**config.mk**
```make
export PLATFORM = sky130hd
export DESIGN_NAME = level_sequencer_flat
export DESIGN_NICKNAME = d
export VERILOG_FILES = /design/src/rtl/level_sequencer_pkg.sv /design/src/rtl/level_sequencer_if.sv /design/src/rtl/level_sequencer_tick_sync.sv /design/src/rtl/level_sequencer.sv /design/src/flat_wrapper.sv
export SDC_FILE = /design/constraint.sdc
export NUM_CORES = 1
export LEC_CHECK = 0
export CORE_MARGIN = 2
export CORE_UTILIZATION = 41
export DETAILED_ROUTE_END_ITERATION = 10
export MAX_ROUTING_LAYER = met4
export PLACE_DENSITY = 0.66
export SLEW_MARGIN = 20
export SYNTH_ARGS = -nofsm -noshare
export SYNTH_HDL_FRONTEND = slang
export SYNTH_SLANG_ARGS = --single-unit
```
**constraint.sdc**
```tcl
create_clock -name Clk100M -period 1.94 [get_ports Clk100M]
set_input_delay 0.485 -clock Clk100M [delete_from_list [all_inputs] [get_ports Clk100M]]
set_output_delay 0.485 -clock Clk100M [all_outputs]
set_load 0.05 [all_outputs]
```
**src/rtl/level_sequencer_pkg.sv**
```systemverilog
// Shared definitions for the symbol-counter game: state encoding and counter widths.
// Pure declarations, no logic and no latency.
// Also imported by the display blocks so that level and countdown widths stay consistent.
package level_sequencer_pkg;

  localparam int STATE_W = 3;
  localparam int LEVEL_W = 4;
  localparam int LIVES_W = 2;
  localparam int SECS_W  = 4;

  // Legacy-compatible state encoding shared with the display blocks.
  localparam logic [STATE_W-1:0] ST_IDLE   = 3'd0;
  localparam logic [STATE_W-1:0] ST_SHOW   = 3'd1;
  localparam logic [STATE_W-1:0] ST_ANSWER = 3'd2;
  localparam logic [STATE_W-1:0] ST_POST   = 3'd3;
  localparam logic [STATE_W-1:0] ST_OVER   = 3'd4;
  localparam logic [STATE_W-1:0] ST_WON    = 3'd5;

endpackage

```
**src/rtl/level_sequencer_if.sv**
```systemverilog
// Bundle between the game sequencer, the button/answer logic and the display blocks.
// Wires only, no latency.
// Pulse-based: every input is a one-cycle event, with no backpressure.
interface level_sequencer_if;
  import level_sequencer_pkg::*;

  logic               startBtn;
  logic               answerValid;
  logic               answerCorrect;
  logic               levelComplete;
  logic               postSig;
  logic               showEn;
  logic               answerEn;
  logic               passed;
  logic [LEVEL_W-1:0] level;
  logic [LIVES_W-1:0] lives;
  logic [SECS_W-1:0]  secsLeft;
  logic               gameOver;
  logic               gameWon;

  // Sequencer side.
  modport slave (
    input  startBtn, answerValid, answerCorrect, levelComplete,
    output postSig, showEn, answerEn, passed, level, lives, secsLeft, gameOver, gameWon
  );

  // Button/answer logic and post-period side.
  modport master (
    output startBtn, answerValid, answerCorrect, levelComplete,
    input  postSig, showEn, answerEn, passed, level, lives, secsLeft, gameOver, gameWon
  );

endinterface

```
**src/rtl/level_sequencer_tick_sync.sv**
```systemverilog
// Synchronises the 1 Hz square wave and turns each rising edge into a one-cycle tick.
// Latency: tick is high 3 clk edges after the clkIn rising edge.
// No backpressure; a tick is lost if nobody consumes it that cycle.
module tick_sync (
  input  logic clk,
  input  logic resetN,
  input  logic clkIn,
  output logic tick
);

  logic sync1;
  logic sync2;
  logic sync2Prev;

  // Two-flop synchroniser, previous-value register and registered rising-edge pulse.
  always_ff @(posedge clk or negedge resetN) begin
    if (!resetN) begin
      sync1     <= 1'b0;
      sync2     <= 1'b0;
      sync2Prev <= 1'b0;
      tick      <= 1'b0;
    end else begin
      sync1     <= clkIn;
      sync2     <= sync1;
      sync2Prev <= sync2;
      tick      <= sync2 & ~sync2Prev;
    end
  end

endmodule

```
**src/rtl/level_sequencer.sv**
```systemverilog
// Game sequencer: steps each level through display, answer entry and result display.
// Latency: every output is registered, and a state change is visible 1 cycle after its trigger.
// No backpressure; inputs that the current state does not use are ignored.
module level_sequencer #(
  parameter int NUM_LEVELS  = 8,
  parameter int SHOW_SECS   = 5,
  parameter int ANSWER_SECS = 10,
  parameter int MAX_LIVES   = 3
) (
  input logic Clk100M,
  input logic Reset_n,
  input logic Clk1Hz,
  level_sequencer_if.slave bus
);
  import level_sequencer_pkg::*;

  logic               tick;
  logic [STATE_W-1:0] stateQ, stateD;
  logic [LEVEL_W-1:0] levelQ, levelD;
  logic [LIVES_W-1:0] livesQ, livesD;
  logic [SECS_W-1:0]  secsQ, secsD;
  logic               passedQ, passedD;
  logic               postSigQ, postSigD;
  logic               showEnQ, answerEnQ, gameOverQ, gameWonQ;
  logic               answerDone, answerFail;

  tick_sync uTickSync (
    .clk   (Clk100M),
    .resetN(Reset_n),
    .clkIn (Clk1Hz),
    .tick  (tick)
  );

  // Next-state and counter updates; an answer outranks a same-cycle timeout tick.
  always_comb begin
    stateD     = stateQ;
    levelD     = levelQ;
    livesD     = livesQ;
    secsD      = secsQ;
    passedD    = passedQ;
    postSigD   = 1'b0;
    answerDone = 1'b0;
    answerFail = 1'b0;
    case (stateQ)
      ST_IDLE, ST_OVER, ST_WON: begin
        if (bus.startBtn) begin
          stateD = ST_SHOW;
          levelD = '0;
          livesD = LIVES_W'(MAX_LIVES);
          secsD  = SECS_W'(SHOW_SECS);
        end
      end
      ST_SHOW: begin
        if (tick) begin
          if (secsQ == SECS_W'(1)) begin
            stateD = ST_ANSWER;
            secsD  = SECS_W'(ANSWER_SECS);
          end else begin
            secsD = secsQ - SECS_W'(1);
          end
        end
      end
      ST_ANSWER: begin
        if (bus.answerValid) begin
          answerDone = 1'b1;
          answerFail = ~bus.answerCorrect;
        end else if (tick) begin
          if (secsQ == SECS_W'(1)) begin
            answerDone = 1'b1;
            answerFail = 1'b1;
          end else begin
            secsD = secsQ - SECS_W'(1);
          end
        end
        if (answerDone) begin
          passedD = ~answerFail;
          secsD   = '0;
          if (answerFail && (livesQ == LIVES_W'(1))) begin
            // Last life gone: the result display is skipped entirely.
            stateD = ST_OVER;
            livesD = '0;
          end else begin
            stateD   = ST_POST;
            postSigD = 1'b1;
            if (answerFail) begin
              livesD = livesQ - LIVES_W'(1);
            end
          end
        end
      end
      ST_POST: begin
        if (bus.levelComplete) begin
          if (passedQ && (levelQ == LEVEL_W'(NUM_LEVELS - 1))) begin
            stateD = ST_WON;
          end else begin
            stateD = ST_SHOW;
            secsD  = SECS_W'(SHOW_SECS);
            if (passedQ) begin
              levelD = levelQ + LEVEL_W'(1);
            end
          end
        end
      end
      default: begin
        // Unreachable encodings recover to IDLE.
        stateD = ST_IDLE;
        secsD  = '0;
      end
    endcase
  end

  // State, counters and phase flags are all registered from the next-state values.
  always_ff @(posedge Clk100M or negedge Reset_n) begin
    if (!Reset_n) begin
      stateQ    <= ST_IDLE;
      levelQ    <= '0;
      livesQ    <= LIVES_W'(MAX_LIVES);
      secsQ     <= '0;
      passedQ   <= 1'b0;
      postSigQ  <= 1'b0;
      showEnQ   <= 1'b0;
      answerEnQ <= 1'b0;
      gameOverQ <= 1'b0;
      gameWonQ  <= 1'b0;
    end else begin
      stateQ    <= stateD;
      levelQ    <= levelD;
      livesQ    <= livesD;
      secsQ     <= secsD;
      passedQ   <= passedD;
      postSigQ  <= postSigD;
      showEnQ   <= (stateD == ST_SHOW);
      answerEnQ <= (stateD == ST_ANSWER);
      gameOverQ <= (stateD == ST_OVER);
      gameWonQ  <= (stateD == ST_WON);
    end
  end

  assign bus.postSig  = postSigQ;
  assign bus.showEn   = showEnQ;
  assign bus.answerEn = answerEnQ;
  assign bus.passed   = passedQ;
  assign bus.level    = levelQ;
  assign bus.lives    = livesQ;
  assign bus.secsLeft = secsQ;
  assign bus.gameOver = gameOverQ;
  assign bus.gameWon  = gameWonQ;

endmodule

```
**src/flat_wrapper.sv**
```systemverilog
// flat-port wrapper written by rule: the top's interface ports become plain ports
module level_sequencer_flat import level_sequencer_pkg::*;
#(
  parameter int NUM_LEVELS  = 8,
  parameter int SHOW_SECS   = 5,
  parameter int ANSWER_SECS = 10,
  parameter int MAX_LIVES   = 3
)
  (Clk100M, Reset_n, Clk1Hz, bus_startBtn, bus_answerValid, bus_answerCorrect, bus_levelComplete, bus_postSig, bus_showEn, bus_answerEn, bus_passed, bus_level, bus_lives, bus_secsLeft, bus_gameOver, bus_gameWon);
  level_sequencer_if bus_i ();
  input logic Clk100M;
  input logic Reset_n;
  input logic Clk1Hz;
  input wire logic [$bits(bus_i.startBtn)-1:0] bus_startBtn;
  input wire logic [$bits(bus_i.answerValid)-1:0] bus_answerValid;
  input wire logic [$bits(bus_i.answerCorrect)-1:0] bus_answerCorrect;
  input wire logic [$bits(bus_i.levelComplete)-1:0] bus_levelComplete;
  output wire logic [$bits(bus_i.postSig)-1:0] bus_postSig;
  output wire logic [$bits(bus_i.showEn)-1:0] bus_showEn;
  output wire logic [$bits(bus_i.answerEn)-1:0] bus_answerEn;
  output wire logic [$bits(bus_i.passed)-1:0] bus_passed;
  output wire logic [$bits(bus_i.level)-1:0] bus_level;
  output wire logic [$bits(bus_i.lives)-1:0] bus_lives;
  output wire logic [$bits(bus_i.secsLeft)-1:0] bus_secsLeft;
  output wire logic [$bits(bus_i.gameOver)-1:0] bus_gameOver;
  output wire logic [$bits(bus_i.gameWon)-1:0] bus_gameWon;
  assign bus_i.startBtn = bus_startBtn;
  assign bus_i.answerValid = bus_answerValid;
  assign bus_i.answerCorrect = bus_answerCorrect;
  assign bus_i.levelComplete = bus_levelComplete;
  assign bus_postSig = bus_i.postSig;
  assign bus_showEn = bus_i.showEn;
  assign bus_answerEn = bus_i.answerEn;
  assign bus_passed = bus_i.passed;
  assign bus_level = bus_i.level;
  assign bus_lives = bus_i.lives;
  assign bus_secsLeft = bus_i.secsLeft;
  assign bus_gameOver = bus_i.gameOver;
  assign bus_gameWon = bus_i.gameWon;
  level_sequencer #(.NUM_LEVELS(NUM_LEVELS), .SHOW_SECS(SHOW_SECS), .ANSWER_SECS(ANSWER_SECS), .MAX_LIVES(MAX_LIVES)) u_core (.Clk100M(Clk100M), .Reset_n(Reset_n), .Clk1Hz(Clk1Hz), .bus(bus_i));
endmodule
```
* After elaboration in Yosys (flattened, before gate mapping)
Index checks and enable logic that the tools add are counted.
Widths: inputs -> output; s select.
** Operators by class
- Add/sub/neg operators :: 3
- Equality and inequality tests :: 22
- Multiplexer cells :: 37
- Bitwise gates (word level) :: 4
- Reductions and logical operators :: 10
** Operator list (count)
- $mux 4 :: 13
- $mux 3 :: 7
- $pmux 4 s4 :: 1
- $eq 3x3->1 const B :: 4
- $pmux 3 s4 :: 1
- $eq 3x2->1 const B :: 3
- $mux 1 :: 9
- $mux 2 :: 4
- $ne 2x2->1 const B :: 4
- $pmux 4 s2 :: 1
- $reduce_and 7->1 :: 1
- $eq 3x1->1 const B :: 2
- $ne 3x2->1 const B :: 2
- $reduce_and 5->1 :: 1
- $add 4x1->4 const B :: 1
- $eq 4x1->1 const B :: 1
- $eq 4x3->1 const B :: 1
- $ne 2x1->1 const B :: 2
- $pmux 2 s2 :: 1
- $reduce_and 4->1 :: 1
- $reduce_bool 2->1 :: 2
- $sub 4x1->4 const B :: 1
- $logic_not 3->1 :: 1
- $ne 3x1->1 const B :: 1
- other kinds (8) :: 11
** Word-level totals
- Bits in registers :: 23
- Bits of input ports :: 7
- Output and inout bits :: 16
- Logic and storage cells :: 90

* Depth between registers and ports, before layout
- Depth after elaboration :: 10
- Gate-level depth with buffers :: 8
- Depth with buffers taken out :: 8

* Cells and area by module
From an unflattened synthesis, not the netlist that was laid out.
** Unflattened totals
- Cell total of the unflattened synthesis :: 125
- Area total of the unflattened synthesis :: 1292.5 µm²
** Modules (own cells, without submodules)
- level_sequencer :: times used 1, cells each 120, area each 1178.6 µm², seq. area each 478.0 µm²
- tick_sync :: times used 1, cells each 5, area each 113.9 µm², seq. area each 100.1 µm²

* Least setup slack after synthesis
Ideal clock, no wire load.
- Path type :: flip-flop to flip-flop
- From :: reg u_core.secsQ[1], in the netlist u_core.bus.secsLeft[1]
- To :: reg u_core.showEnQ, in the netlist u_core.bus.showEn
- Library setup time :: 68 ps
- Data arrival time :: 1969 ps
- Required time :: 1872 ps
- Slack :: -97 ps
- Cell stages (with the launch flop) :: 8
- Path buffers :: 0
- Clock period less this slack :: 2037 ps
- Cells stage by stage :: dfrtp_1 inv_1 ha_1 nor3b_4 a21oi_4 nor2b_2 a222oi_1 and3_1
** On the way
- Cells in the longest elaborated chain, start to end :: 10
- Elaborated cells on any way between the ends :: 14
- Classes of those cells :: eq/ne: 2; mux: 11; reduce/logical: 1
** Ends and longest elaborated chain
- from (decl) :: RTL line level_sequencer.sv:21 : logic [SECS_W-1:0] secsQ, secsD;
- from (signal assigned) :: RTL line level_sequencer.sv:129 : secsQ <= secsD;
- $eq 4x1->1 * :: RTL line level_sequencer.sv:55, level_sequencer.sv:68
- $mux 1 :: RTL line level_sequencer.sv:68 : if (secsQ == SECS_W'(1)) begin
- $mux 1 :: RTL line level_sequencer.sv:67 : end else if (tick) begin
- $mux 1 :: RTL line level_sequencer.sv:64 : if (bus.answerValid) begin
- $mux 1 :: RTL line level_sequencer.sv:44 : case (stateQ)
- $logic_and 1x1->1 :: RTL line level_sequencer.sv:78 : if (answerFail && (livesQ == LIVES_W'(1))) begin
- $mux 3 :: RTL line level_sequencer.sv:78
- $mux 3 :: RTL line level_sequencer.sv:75 : if (answerDone) begin
- $pmux 3 s4 * :: RTL line level_sequencer.sv:44
- $eq 3x1->1 * :: RTL line level_sequencer.sv:132 : showEnQ <= (stateD == ST_SHOW);
- to (signal assigned) :: RTL line level_sequencer.sv:132
- to (decl) :: RTL line level_sequencer.sv:24 : logic showEnQ, answerEnQ, gameOverQ, gameWonQ;
Every way passes the cells marked *; elsewhere a longest branch is shown, timed or not. The select of a mux whose other input is x is not followed.
A chain may end at the register's enable or synchronous reset.

* Final worst setup path
- From :: reg u_core.secsQ[0], in the netlist u_core.bus.secsLeft[0]
- To :: reg u_core.showEnQ, in the netlist u_core.bus.showEn
The elaborated chain is that of the path after synthesis.

==> Implementation_results.wiki <==
{| class="wikitable"
! Metric !! Value
|-
| Die ar. || ~3600 um^2
|-
| VDD IR max || between 500 and 600 uV
|-
| Synthesized area divided by synthesized cell count || approximately 11 um^2
|-
| Number of nets in the layout || 166
|-
| Share of synthesized cell area in full adder, half adder and majority cells || 3.92%
|-
| Via-to-Cell Ratio || 5.30
|-
| Total congestion overflow after global routing || 0
|-
| Async set or reset register ratio after synthesis || 100%
|-
| Final total power || 1970 uW
|-
| Max Fanout on Critical Path || 5
|-
| Area of the multi-input gates || 656 um^2
|-
| Fraction of layout instances using a drive strength above 1 || between 30% and 40%
|-
| Kind of end point of the critical path || register
|-
| Placed wire-length estimate after detailed placement || slightly below 2 mm
|-
| Tcrit/Tclk final || roughly 94%
|-
| Sequential-to-total area share from yosys stat || 45.2%
|-
| Class of the tightest hold or removal check || register to register
|-
| Initial core utilization || 42.5%
|-
| Number of placement rows || 20
|-
| Via count of the first global-routing pass || approximately 1000
|-
| Synthesized-area fraction occupied by ao, oa, aoi and oai cells || 21.1%
|-
| Global-route wire length before repair || 4.51 mm
|-
| # placed instances || ~180
|-
| Number of enable flip-flop cells after synthesis || 0
|-
| Layout filler cell count || 262
|-
| Latest clock arrival within the worst-skew pair || between 0.3 and 0.4 ns
|-
| Clk pin slew, worst setup/hold paths || between 0.1 and 0.15 ns
|-
| Multiplexer fraction of the synthesized cell area || 0%
|-
| Die Width || between 50 and 60 um
|-
| Flip-flop and latch area || 581 um^2
|-
| Netlist area before placement || 1280 um^2
|-
| TritonCTS clock tree || done
|-
| Post-synthesis net count || ~130
|-
| Hold buffer count at cts || 0
|-
| Final standard cell utilization of the core || a little over half
|-
| Post-synthesis share of cell area spent on and, or, nand and nor gates || about a quarter
|-
| Area of placed instances || around 1600 um^2
|-
| Diode insertion count for antenna repair || 0
|-
| Number of buffers inserted during clock tree synthesis || 3
|-
| Port Buffer Count || 22
|-
| Setup-failing EPs final || 0
|-
| Maximum clock path buffer count || 2
|-
| Worst setup SP type || register
|-
| Count of nets left with antenna violations after detail routing || 0
|-
| Via count || 992
|-
| Total wire length after detailed routing || 2.58 mm
|-
| Top FF cell, synth || dfrtp_1
|-
| Final Hold Violating Endpoints || 0
|-
| Num Clock Sinks || 23
|-
| Top post-synthesis cells by area || dfrtp_1 41%, nor3b_4 4.4%, dfstp_2 4.1%
|-
| Initial antenna violation count || 0
|-
| Final min period || 1.83 ns
|-
| Run status || finished clean
|-
| Count of non-filler cells in the finished layout || 187
|-
| Count of yosys warnings during synthesis || 0
|-
| Total leakage power || 0.000743 uW
|-
| Largest net degree at the start of global routing || 24
|-
| Gate count after technology mapping || about 120
|-
| Final Max Tran Viols || 0
|-
| Data arrival time at the worst-slack endpoint || 2.09 ns
|-
| Number of DRC violations after detailed-routing iteration 0 || 34
|-
| Vertical extent of the die || 59.8 um
|-
| Final instance area || between 1500 and 2000 um^2
|-
| Overall global routing resource usage || 17.5%
|-
| Distinct cell type count of the synthesized netlist || between 40 and 50
|-
| Yosys top cell area share || 41.1%
|-
| Core outline area || roughly 3000 um^2
|-
| Global placement routability congestion || between 0.8 and 0.9
|-
| Dominant combinational cell family by area after synthesis || simple AND/OR/NAND/NOR gates
|-
| Cell type with the largest total area after synthesis || dfrtp_1
|-
| Level count of the clock H-tree || 1
|-
| Post-synthesis to final-layout area growth || 27.1%
|-
| Post-synthesis xor/xnor area fraction || 1.37%
|-
| Post-synthesis sequential element count || 23
|-
| Worst Max-Slew Pin Slew || 0.438 ns
|-
| Final worst clock skew || 0.0146 ns
|-
| Power Density || 1210 nW/um^2
|-
| Worst Path Class, Setup || register to register
|-
| Boundary pin count || 23
|-
| Data required time of the critical path || 2.20 ns
|-
| RSZ-0062 raised after global routing || no
|-
| Routed len/inst || about 14 um
|-
| Achievable clock frequency || ~550 MHz
|-
| Number of search-and-repair iterations in the first detailed-routing pass || 4
|-
| Maximum Capacitance Violations || 0
|-
| Max-slew headroom at the worst pin || a little over two thirds
|-
| Count of cells resized by post-cts repair || 0
|-
| DRC violation count after routing || 0
|-
| Root cell of the clock tree || clkbuf_4
|}
==> cells in the final DEF (no fill, tap or decap), drive strengths merged, types with 2 or more instances in the layout <==
| cell type | count |
|---|---|
| a21oi | 9 |
| o21ai | 8 |
| nor3b | 5 |
| nand2 | 9 |
| dfrtp | 21 |
| nand2b | 3 |
| and3 | 2 |
| a21o | 2 |
| clkbuf | 3 |
| inv | 7 |
| buf | 29 |
| dfstp | 2 |
| clkdlybuf4s50 | 6 |
| and2 | 2 |
| a32o | 2 |
| a22o | 2 |
| nor2 | 10 |
| nor2b | 6 |
| ha | 4 |
==> registers in the layout, summed over array words and instances, names as in the netlist <==
name / count
u_core.bus.gameOver: 1
u_core.bus.lives: 2
u_core.stateQ: 3
u_core.uTickSync.tick: 1
u_core.uTickSync.sync1: 1
u_core.uTickSync.sync2: 1
u_core.bus.gameWon: 1
u_core.bus.passed: 1
u_core.bus.postSig: 1
u_core.bus.level: 4
u_core.uTickSync.sync2Prev: 1
u_core.bus.showEn: 1
u_core.bus.answerEn: 1
u_core.bus.secsLeft: 4
==> synthesized netlist by cell type (2+ instances only) <==
cell      count
a21o_1        2
dfstp_2       2
and2_1        2
a21oi_4       2
a22o_1        2
buf_2         2
a21oi_1       7
nand2_1       9
nor2_1       10
dfrtp_1      21
and3_1        2
nor3b_4       3
nand2b_1      2
nor2b_1       5
ha_1          4
o21ai_0       6
inv_1         7
a32o_1        2
==> critical path, stage by stage, from the launching register on <==
cell      delay [ns]
dfrtp_2         0.43
ha_1            0.19
nor3b_4         0.15
buf_4           0.15
a21oi_4         0.19
nor2b_2         0.07
a222oi_1        0.25
buf_4           0.19
and3_1          0.14
==> power breakdown <==
group          leakage [uW]  switching [uW]  total, uW  internal [uW]
Sequential         0.000286             116        704            588
Clock             0.0000139             151        230           78.9
Combinational      0.000443             589       1030            442
Total              0.000743             857       1970           1110
==> cells by family (layout without fill, tap and decap cells) <==
family | count (synthesis) | after routing
AND/OR/NAND/NOR | 45 | 45
buffers and inverters | 10 | 46
XOR/XNOR | 2 | 2
AO/OA/AOI/OAI | 34 | 34
flip-flops | 23 | 23
adder cells (fa/ha/maj) | 4 | 4
==> layer usage <==
metal  wire length, um  vias up  track usage [%]  part of all wire [%]
met3                83        9             4.33                   3.2
met1              1170      469             21.5                    45
met5                 0        -                -                     0
li1                  -      494                -                     -
met2              1250       20             26.7                    49
met4                69        0             8.89                   2.7
==> final cells by class <==
class / instances / area share (%)
sequential: 23 / 35.7
clock inverter: 1 / 0.462
tap: 33 / 2.54
timing repair buffer: 35 / 17.9
inverter: 7 / 1.62
multi-input combinational: 85 / 40.4
clock buffer: 3 / 1.39
==> per-stage QoR <==
step | setup slack, ns | setup TNS [ns] | hold WS (ns)
finish | 0.112 | 0 | 0.368
floorplan | 0.0575 | 0 | 0.189
CTS | 0.0508 | 0 | 0.374
global placement | -0.0924 | -0.232 | 0.341
global route | 0.00190 | 0 | 0.380
detailed placement | -0.0936 | -0.402 | 0.344
==> final timing paths <==
path                                                    start                          endpoint  slack, ns  cells after the start
max                        u_core.bus.secsLeft[0]$_DFFE_PN0P_       u_core.bus.showEn$_DFF_PN0_       0.11                      8
max in group asynchronous                             Reset_n   u_core.bus.lives[0]$_DFFE_PN1P_       1.17                      2
min reg2reg                  u_core.uTickSync.sync1$_DFF_PN0_  u_core.uTickSync.sync2$_DFF_PN0_       0.37                      0
min in group asynchronous                             Reset_n        u_core.stateQ[0]$_DFF_PN0_       0.49                      2
min                          u_core.uTickSync.sync1$_DFF_PN0_  u_core.uTickSync.sync2$_DFF_PN0_       0.37                      0
max reg2reg                u_core.bus.secsLeft[0]$_DFFE_PN0P_       u_core.bus.showEn$_DFF_PN0_       0.11                      8
==> what timing repair did <==
| item | 4_1_cts | 5_1_grt |
|---|---|---|
| buffers inserted | 0 | 1 |
| hold endpoints to repair | 0 | 0 |
| endpoints found under the setup margin | 0 | 1 |
Power figures use the tool's default switching activity.
